[config.mk]
export PLATFORM = sky130hd
export DESIGN_NAME = multicycle_control
export DESIGN_NICKNAME = d
export VERILOG_FILES = /design/src/rtl/mips_ctrl_pkg.sv /design/src/rtl/mem_wait_watchdog.sv /design/src/rtl/multicycle_control.sv
export SDC_FILE = /design/constraint.sdc
export NUM_CORES = 1
export LEC_CHECK = 0
export ABC_AREA = 1
export BUFFER_PORTS_ARGS = -buffer_cell sky130_fd_sc_hd__clkbuf_2
export CORE_MARGIN = 3
export CORE_UTILIZATION = 45
export CTS_BUF_LIST = sky130_fd_sc_hd__clkbuf_8
export DETAILED_ROUTE_END_ITERATION = 8
export PLACE_DENSITY = 0.73
export SKIP_CTS_REPAIR_TIMING = 1
export SLEW_MARGIN = 15
export SYNTH_ARGS = -nofsm -noshare
export SYNTH_HDL_FRONTEND = slang
export SYNTH_HIERARCHICAL = 1
export SYNTH_SLANG_ARGS = --single-unit
[constraint.sdc]
create_clock -name clk -period 2.5 [get_ports clk]
set_input_delay 0 -clock clk [delete_from_list [all_inputs] [get_ports clk]]
set_output_delay 0 -clock clk [all_outputs]
set_load 0.1 [all_outputs]
[src/rtl/mips_ctrl_pkg.sv]
// Shared definitions for the multicycle MIPS control FSM: state encodings,
// opcode values, ALU-control operation codes and trap cause codes.
package mips_ctrl_pkg;

  typedef enum logic [3:0] {
    FETCH    = 4'd0,
    DECODE   = 4'd1,
    MEM_ADDR = 4'd2,
    MEM_RD   = 4'd3,
    MEM_WB   = 4'd4,
    MEM_WR   = 4'd5,
    EXEC_R   = 4'd6,
    EXEC_I   = 4'd7,
    ALU_WB   = 4'd8,
    BRANCH   = 4'd9,
    JUMP     = 4'd10,
    TRAP     = 4'd11
  } state_t;

  // Opcode field values
  localparam logic [5:0] R_Type = 6'h00;
  localparam logic [5:0] ADDI   = 6'h08;
  localparam logic [5:0] ORI    = 6'h0D;
  localparam logic [5:0] ANDI   = 6'h0C;
  localparam logic [5:0] LUI    = 6'h0F;
  localparam logic [5:0] BEQ    = 6'h04;
  localparam logic [5:0] BNE    = 6'h05;
  localparam logic [5:0] LW     = 6'h23;
  localparam logic [5:0] SW     = 6'h2B;
  localparam logic [5:0] J      = 6'h02;
  localparam logic [5:0] JAL    = 6'h03;

  // Codes understood by the existing ALU control block
  localparam logic [2:0] ALU_ADD   = 3'b100;
  localparam logic [2:0] ALU_SUB   = 3'b001;
  localparam logic [2:0] ALU_RTYPE = 3'b111;
  localparam logic [2:0] ALU_OR    = 3'b101;
  localparam logic [2:0] ALU_AND   = 3'b110;
  localparam logic [2:0] ALU_LUI   = 3'b000;
  localparam logic [2:0] ALU_NOP   = 3'b010;

  // Trap causes
  localparam logic [1:0] TRAP_NONE    = 2'b00;
  localparam logic [1:0] TRAP_ILLEGAL = 2'b01;
  localparam logic [1:0] TRAP_TIMEOUT = 2'b10;

  // State following DECODE for a given opcode; unknown opcodes trap.
  function automatic state_t decode_op(input logic [5:0] op);
    state_t nxt;
    case (op)
      R_Type:               nxt = EXEC_R;
      ADDI, ORI, ANDI, LUI: nxt = EXEC_I;
      LW, SW:               nxt = MEM_ADDR;
      BEQ, BNE:             nxt = BRANCH;
      J, JAL:               nxt = JUMP;
      default:              nxt = TRAP;
    endcase
    return nxt;
  endfunction

  // ALU operation for the immediate-format arithmetic/logic instructions.
  function automatic logic [2:0] imm_aluop(input logic [5:0] op);
    logic [2:0] code;
    case (op)
      ORI:     code = ALU_OR;
      ANDI:    code = ALU_AND;
      LUI:     code = ALU_LUI;
      default: code = ALU_ADD;
    endcase
    return code;
  endfunction

endpackage

[src/rtl/mem_wait_watchdog.sv]
// Counts cycles spent waiting for memory in a memory-access state and flags
// a timeout once the count reaches MEM_TIMEOUT. The count saturates.
module mem_wait_watchdog #(
  parameter int MEM_TIMEOUT = 15
) (
  input  logic clk,
  input  logic reset,
  input  logic wait_i,
  input  logic ready_i,
  input  logic clear_i,
  output logic timeout_o
);

  localparam int CNT_W = (MEM_TIMEOUT < 2) ? 1 : $clog2(MEM_TIMEOUT + 1);
  localparam logic [CNT_W-1:0] CNT_MAX = '1;
  localparam logic [CNT_W-1:0] CNT_LIM = CNT_W'(MEM_TIMEOUT);

  logic [CNT_W-1:0] count_q, count_d;

  // Clear on a state change, otherwise count stalled cycles up to saturation.
  always_comb begin
    count_d = count_q;
    if (clear_i) begin
      count_d = '0;
    end else if (wait_i && !ready_i && (count_q != CNT_MAX)) begin
      count_d = count_q + CNT_W'(1);
    end
  end

  // Wait counter register.
  always_ff @(posedge clk or negedge reset) begin
    if (!reset) begin
      count_q <= '0;
    end else begin
      count_q <= count_d;
    end
  end

  assign timeout_o = (MEM_TIMEOUT != 0) && wait_i && (count_q == CNT_LIM);

endmodule

[src/rtl/multicycle_control.sv]
// Moore control FSM for the multicycle MIPS datapath. Sequences each
// instruction through fetch/decode/execute/memory/write-back, handles
// memory-ready stalls with a watchdog, and halts in TRAP on illegal opcodes
// or memory timeouts until reset.
module multicycle_control
  import mips_ctrl_pkg::*;
#(
  parameter int OP_WIDTH    = 6,
  parameter int ALUOP_WIDTH = 3,
  parameter int MEM_TIMEOUT = 15
) (
  input  logic                   clk,
  input  logic                   reset,
  input  logic [OP_WIDTH-1:0]    OP,
  input  logic                   mem_ready,
  output logic                   IorD,
  output logic                   MemRead,
  output logic                   MemWrite,
  output logic                   IRWrite,
  output logic                   PCWrite,
  output logic                   PCWriteCond,
  output logic                   BranchType,
  output logic [1:0]             PCSource,
  output logic                   ALUSrcA,
  output logic [1:0]             ALUSrcB,
  output logic [ALUOP_WIDTH-1:0] ALUOp,
  output logic [1:0]             RegDst,
  output logic [1:0]             MemtoReg,
  output logic                   RegWrite,
  output logic [3:0]             state,
  output logic                   trap,
  output logic [1:0]             trap_cause
);

  state_t              state_q, state_d;
  logic [OP_WIDTH-1:0] op_q, op_d;
  logic [1:0]          cause_q, cause_d;
  logic                in_wait, wd_clear, timeout;
  logic [2:0]          alu_op;
  logic [5:0]          op_in, op_cur;

  assign op_in    = 6'(OP);
  assign op_cur   = 6'(op_q);
  assign in_wait  = (state_q == FETCH) || (state_q == MEM_RD) || (state_q == MEM_WR);
  assign wd_clear = (state_d != state_q);

  mem_wait_watchdog #(
    .MEM_TIMEOUT(MEM_TIMEOUT)
  ) u_watchdog (
    .clk      (clk),
    .reset    (reset),
    .wait_i   (in_wait),
    .ready_i  (mem_ready),
    .clear_i  (wd_clear),
    .timeout_o(timeout)
  );

  // State, captured opcode and sticky trap cause.
  always_ff @(posedge clk or negedge reset) begin
    if (!reset) begin
      state_q <= FETCH;
      op_q    <= '0;
      cause_q <= TRAP_NONE;
    end else begin
      state_q <= state_d;
      op_q    <= op_d;
      cause_q <= cause_d;
    end
  end

  // Next-state logic and per-state datapath strobes; all strobes forced low in reset.
  always_comb begin
    state_d     = state_q;
    op_d        = op_q;
    cause_d     = cause_q;
    IorD        = 1'b0;
    MemRead     = 1'b0;
    MemWrite    = 1'b0;
    IRWrite     = 1'b0;
    PCWrite     = 1'b0;
    PCWriteCond = 1'b0;
    BranchType  = 1'b0;
    PCSource    = 2'b00;
    ALUSrcA     = 1'b0;
    ALUSrcB     = 2'b00;
    alu_op      = 3'b000;
    RegDst      = 2'b00;
    MemtoReg    = 2'b00;
    RegWrite    = 1'b0;

    unique case (state_q)
      FETCH: begin
        MemRead = 1'b1;
        ALUSrcB = 2'b01;
        alu_op  = ALU_ADD;
        if (mem_ready) begin
          IRWrite = 1'b1;
          PCWrite = 1'b1;
          state_d = DECODE;
        end else if (timeout) begin
          MemRead = 1'b0;
          state_d = TRAP;
          cause_d = TRAP_TIMEOUT;
        end
      end
      DECODE: begin
        ALUSrcB = 2'b11;
        alu_op  = ALU_ADD;
        op_d    = OP;
        state_d = decode_op(op_in);
        if (decode_op(op_in) == TRAP) cause_d = TRAP_ILLEGAL;
      end
      EXEC_R: begin
        ALUSrcA = 1'b1;
        ALUSrcB = 2'b00;
        alu_op  = ALU_RTYPE;
        state_d = ALU_WB;
      end
      EXEC_I: begin
        ALUSrcA = 1'b1;
        ALUSrcB = 2'b10;
        alu_op  = imm_aluop(op_cur);
        state_d = ALU_WB;
      end
      ALU_WB: begin
        RegWrite = 1'b1;
        RegDst   = (op_cur == R_Type) ? 2'b01 : 2'b00;
        MemtoReg = 2'b00;
        state_d  = FETCH;
      end
      MEM_ADDR: begin
        ALUSrcA = 1'b1;
        ALUSrcB = 2'b10;
        alu_op  = ALU_ADD;
        state_d = (op_cur == LW) ? MEM_RD : MEM_WR;
      end
      MEM_RD: begin
        MemRead = 1'b1;
        IorD    = 1'b1;
        if (mem_ready) begin
          state_d = MEM_WB;
        end else if (timeout) begin
          MemRead = 1'b0;
          state_d = TRAP;
          cause_d = TRAP_TIMEOUT;
        end
      end
      MEM_WB: begin
        RegWrite = 1'b1;
        RegDst   = 2'b00;
        MemtoReg = 2'b01;
        state_d  = FETCH;
      end
      MEM_WR: begin
        MemWrite = 1'b1;
        IorD     = 1'b1;
        if (mem_ready) begin
          state_d = FETCH;
        end else if (timeout) begin
          MemWrite = 1'b0;
          state_d  = TRAP;
          cause_d  = TRAP_TIMEOUT;
        end
      end
      BRANCH: begin
        ALUSrcA     = 1'b1;
        ALUSrcB     = 2'b00;
        alu_op      = ALU_SUB;
        PCWriteCond = 1'b1;
        PCSource    = 2'b01;
        BranchType  = (op_cur == BEQ);
        state_d     = FETCH;
      end
      JUMP: begin
        PCWrite  = 1'b1;
        PCSource = 2'b10;
        alu_op   = ALU_NOP;
        if (op_cur == JAL) begin
          RegWrite = 1'b1;
          RegDst   = 2'b10;
          MemtoReg = 2'b10;
        end
        state_d = FETCH;
      end
      TRAP: begin
        state_d = TRAP;
      end
      default: begin
        state_d = FETCH;
      end
    endcase

    if (!reset) begin
      IorD        = 1'b0;
      MemRead     = 1'b0;
      MemWrite    = 1'b0;
      IRWrite     = 1'b0;
      PCWrite     = 1'b0;
      PCWriteCond = 1'b0;
      BranchType  = 1'b0;
      PCSource    = 2'b00;
      ALUSrcA     = 1'b0;
      ALUSrcB     = 2'b00;
      alu_op      = 3'b000;
      RegDst      = 2'b00;
      MemtoReg    = 2'b00;
      RegWrite    = 1'b0;
    end

    ALUOp = ALUOP_WIDTH'(alu_op);
  end

  assign state      = state_q;
  assign trap       = (state_q == TRAP);
  assign trap_cause = cause_q;

endmodule

==> summary.txt <==
Placed design
  • Area after DPL: 1790 um2
  • Routability congestion estimate: between 0.8 and 0.9
  • Hpwl dp: around 2.8 mm
  • I/O Buffers: 35
  • Post-Place Setup Slack: ~0.0047 ns

Finish
  • Nets: roughly 290
  • Area Overhead vs Synth: 37.0%
  • Antenna cells: 0
  • FILL cells: around 260
  • Register Area: just over 400 um2
  • Proportion of layout cells with a drive suffix above 1: 0.409
  • Area occupied by multi-input gates: approximately 1000 um2
  • Design area: between 1500 and 2000 um2
  • Final Util: 0.670

Global routing
  • Gr usage total: 0.193
  • Grt total ovfl: 0
  • Pin count of the biggest net entering global routing: 18
  • Vias in the first global route: 1268
  • Initial antenna violation count: 0
  • Global-route wire length before repair: ~5.5 mm

Synth
  • Mean Syn Cell Area: between 6 and 7 um2
  • Ys Warns: 6
  • Distinct cells, synth: 30
  • Top FF cell, synth: dfrtp_1
  • Synth Instances: about 230
  • Count leader, synth: nand2_1
  • Top post-synthesis cells by area: dfrtp_1, nand2_1, nor2_1
  • Yosys reg bits: 16
  • Fraction of registers with async set or reset after synthesis: 1.00
  • Synth top area share: 0.285
  • Seq/Total Area, Yosys: 0.285
  • Mapped cell area: around 1400 um2
  • Net Count, Synth: around 240
  • Leading area contributor after synthesis: dfrtp_1
  • Post-synth EDFFs: 0
  • Top cells by count, synth: nand2_1, nor2_1, inv_1, nand3_1, dfrtp_1

STA
  • Min Tclk post-route: around 2.3 ns
  • Final Setup Violations: 0
  • Unrepaired setup endpoints after global routing: no
  • Worst setup margin: slightly below 0.2 ns
  • Tightest Pin Transition: 0.553 ns
  • Final Slew Violations: 0
  • Final Hold Fails: 0
  • Final period utilization: 0.923
  • Worst slew margin: 0.633
  • Final Skew: 0.00913 ns
  • Fmax: 0.433 GHz

Critical path
  • Slowest stage delay, CP: 0.51 ns
  • Critical path required time: between 2 and 3 ns
  • Top delay family on crit path: simple AND/OR/NAND/NOR gates
  • Crit path buf inv count: 4
  • Worst setup path class: reg -> reg
  • Worst path slowest cell: dfrtp_4
  • CP endpoint kind: register
  • Worst-path cell chain: buf_4 > nand3_2 > nand2_2 > inv_2 > nand2_4 > inv_2 > nor2_2 > nand2_1 > o21ai_2 > and2_1 > nor2_2 > nand3_1 > a21oi_1 > nand2_2 > clkinv_2 > nand4_1 > nand2_1
  • CP arrival: about 2.5 ns
  • Crit Path Max Fanout: 6
  • Startpoint type of the worst setup path: register

Die
  • Site Rows: 19
  • Chip width: slightly above 60 um
  • Core area: ~2900 um2
  • Starting Density: 0.489
  • Die height: a little over 60 um
  • I/O Pins: 36
  • Die area: ~3800 um2

Clocking
  • Clock buffer depth: 2
  • Clock Tree Root: clkbuf_8
  • Clk slew on worst S/H paths: around 0.070 ns
  • H-Tree Depth: 1
  • CTS buffer count: 3
  • CTS sink cnt: 16
  • CTS tree: yes
  • Clk_lat worst skew: about 0.25 ns

Detailed routing
  • Drt initial violations: 60
  • Routed wire length per instance: 11.2 um
  • Post-Route WL: between 3 and 4 mm
  • Via count: approximately 1500
  • Routed Antenna Nets: 0
  • DRC viols: 0
  • Vias/cell: approximately 4.9
  • Pre-antenna DRT Iters: 4

Worst hold path
  • Type of the tightest min-delay check: in -> reg

Run
  • Max Cap Violations: 0

Outcome
  • Status: finished clean
cell type report:
| cell class | instances | share of cell area |
|---|---|---|
| Sequential cell | 16 | 0.212 |
| Multi-Input combinational cell | 176 | 0.532 |
| Clock buffer | 4 | 0.0286 |
| Timing Repair Buffer | 47 | 0.138 |
| Inverter | 31 | 0.0623 |
| Tap cell | 42 | 0.0273 |
kinds of logic (layout without fill, tap and decap cells):
family                   count (synthesis)  in the layout  synth area share
AO/OA/AOI/OAI                           24             24            0.0961
adder cells (fa/ha/maj)                  1              1           0.00890
flip-flops                              16             16             0.285
AND/OR/NAND/NOR                        151            151             0.512
buffers and inverters                   34             82            0.0987
layer usage:
layer	GRT usage	share of wire
met4	0.0394	0.0031
met5	0	0
met1	0.266	0.51
met3	0.0269	0.040
met2	0.321	0.45
sequential cells by signal, summed over array words and instances, names as in the netlist:
| signal | cells |
|---|---|
| trap_cause | 2 |
| op_cur | 6 |
| u_watchdog/count_q | 4 |
| state | 4 |
cell usage in the layout (no fill, tap or decap), drive strengths merged, types with 2 or more instances in the layout:
master / instances
clkbuf: 40
a21oi: 10
dfrtp: 16
clkinv: 2
nor3: 7
nand2: 71
inv: 29
nand4: 6
o21ai: 9
buf: 10
nand3: 19
nor2: 44
a31oi: 2
tightest hold or removal path: stages:
cell,delay (ns)
clkbuf_2,0.11
nand2_1,0.06
o21ai_0,0.06
through the flow:
stage                     TNS [ns]  hold slack, ns  cells
final                            0          0.0258    316
after global routing             0          0.0337    316
after CTS                  -0.0275          -0.244    308
after detailed placement         0          0.0253    304
after global placement           0          0.0270    304
after floorplan             -0.688          -0.296    226
final timing paths:
check,start,endpoint,slack [ns],cells after the start
min in group asynchronous,reset,state[3]$_DFF_PN0_,0.29,3
worst max-delay path,state[1]$_DFF_PN0_,u_watchdog/count_q[3]$_DFFE_PN0P_,0.19,17
worst min-delay path,OP[5],op_cur[5]$_DFFE_PN0P_,0.03,3
worst min register to register,trap_cause[1]$_DFFE_PN0P_,trap_cause[1]$_DFFE_PN0P_,0.48,2
worst max register to register,state[1]$_DFF_PN0_,u_watchdog/count_q[3]$_DFFE_PN0P_,0.19,17
max in group asynchronous,reset,state[1]$_DFF_PN0_,1.98,3
Power is not shown: default switching activity piles up to over one toggle a cycle in this logic, so the estimate is an artifact.
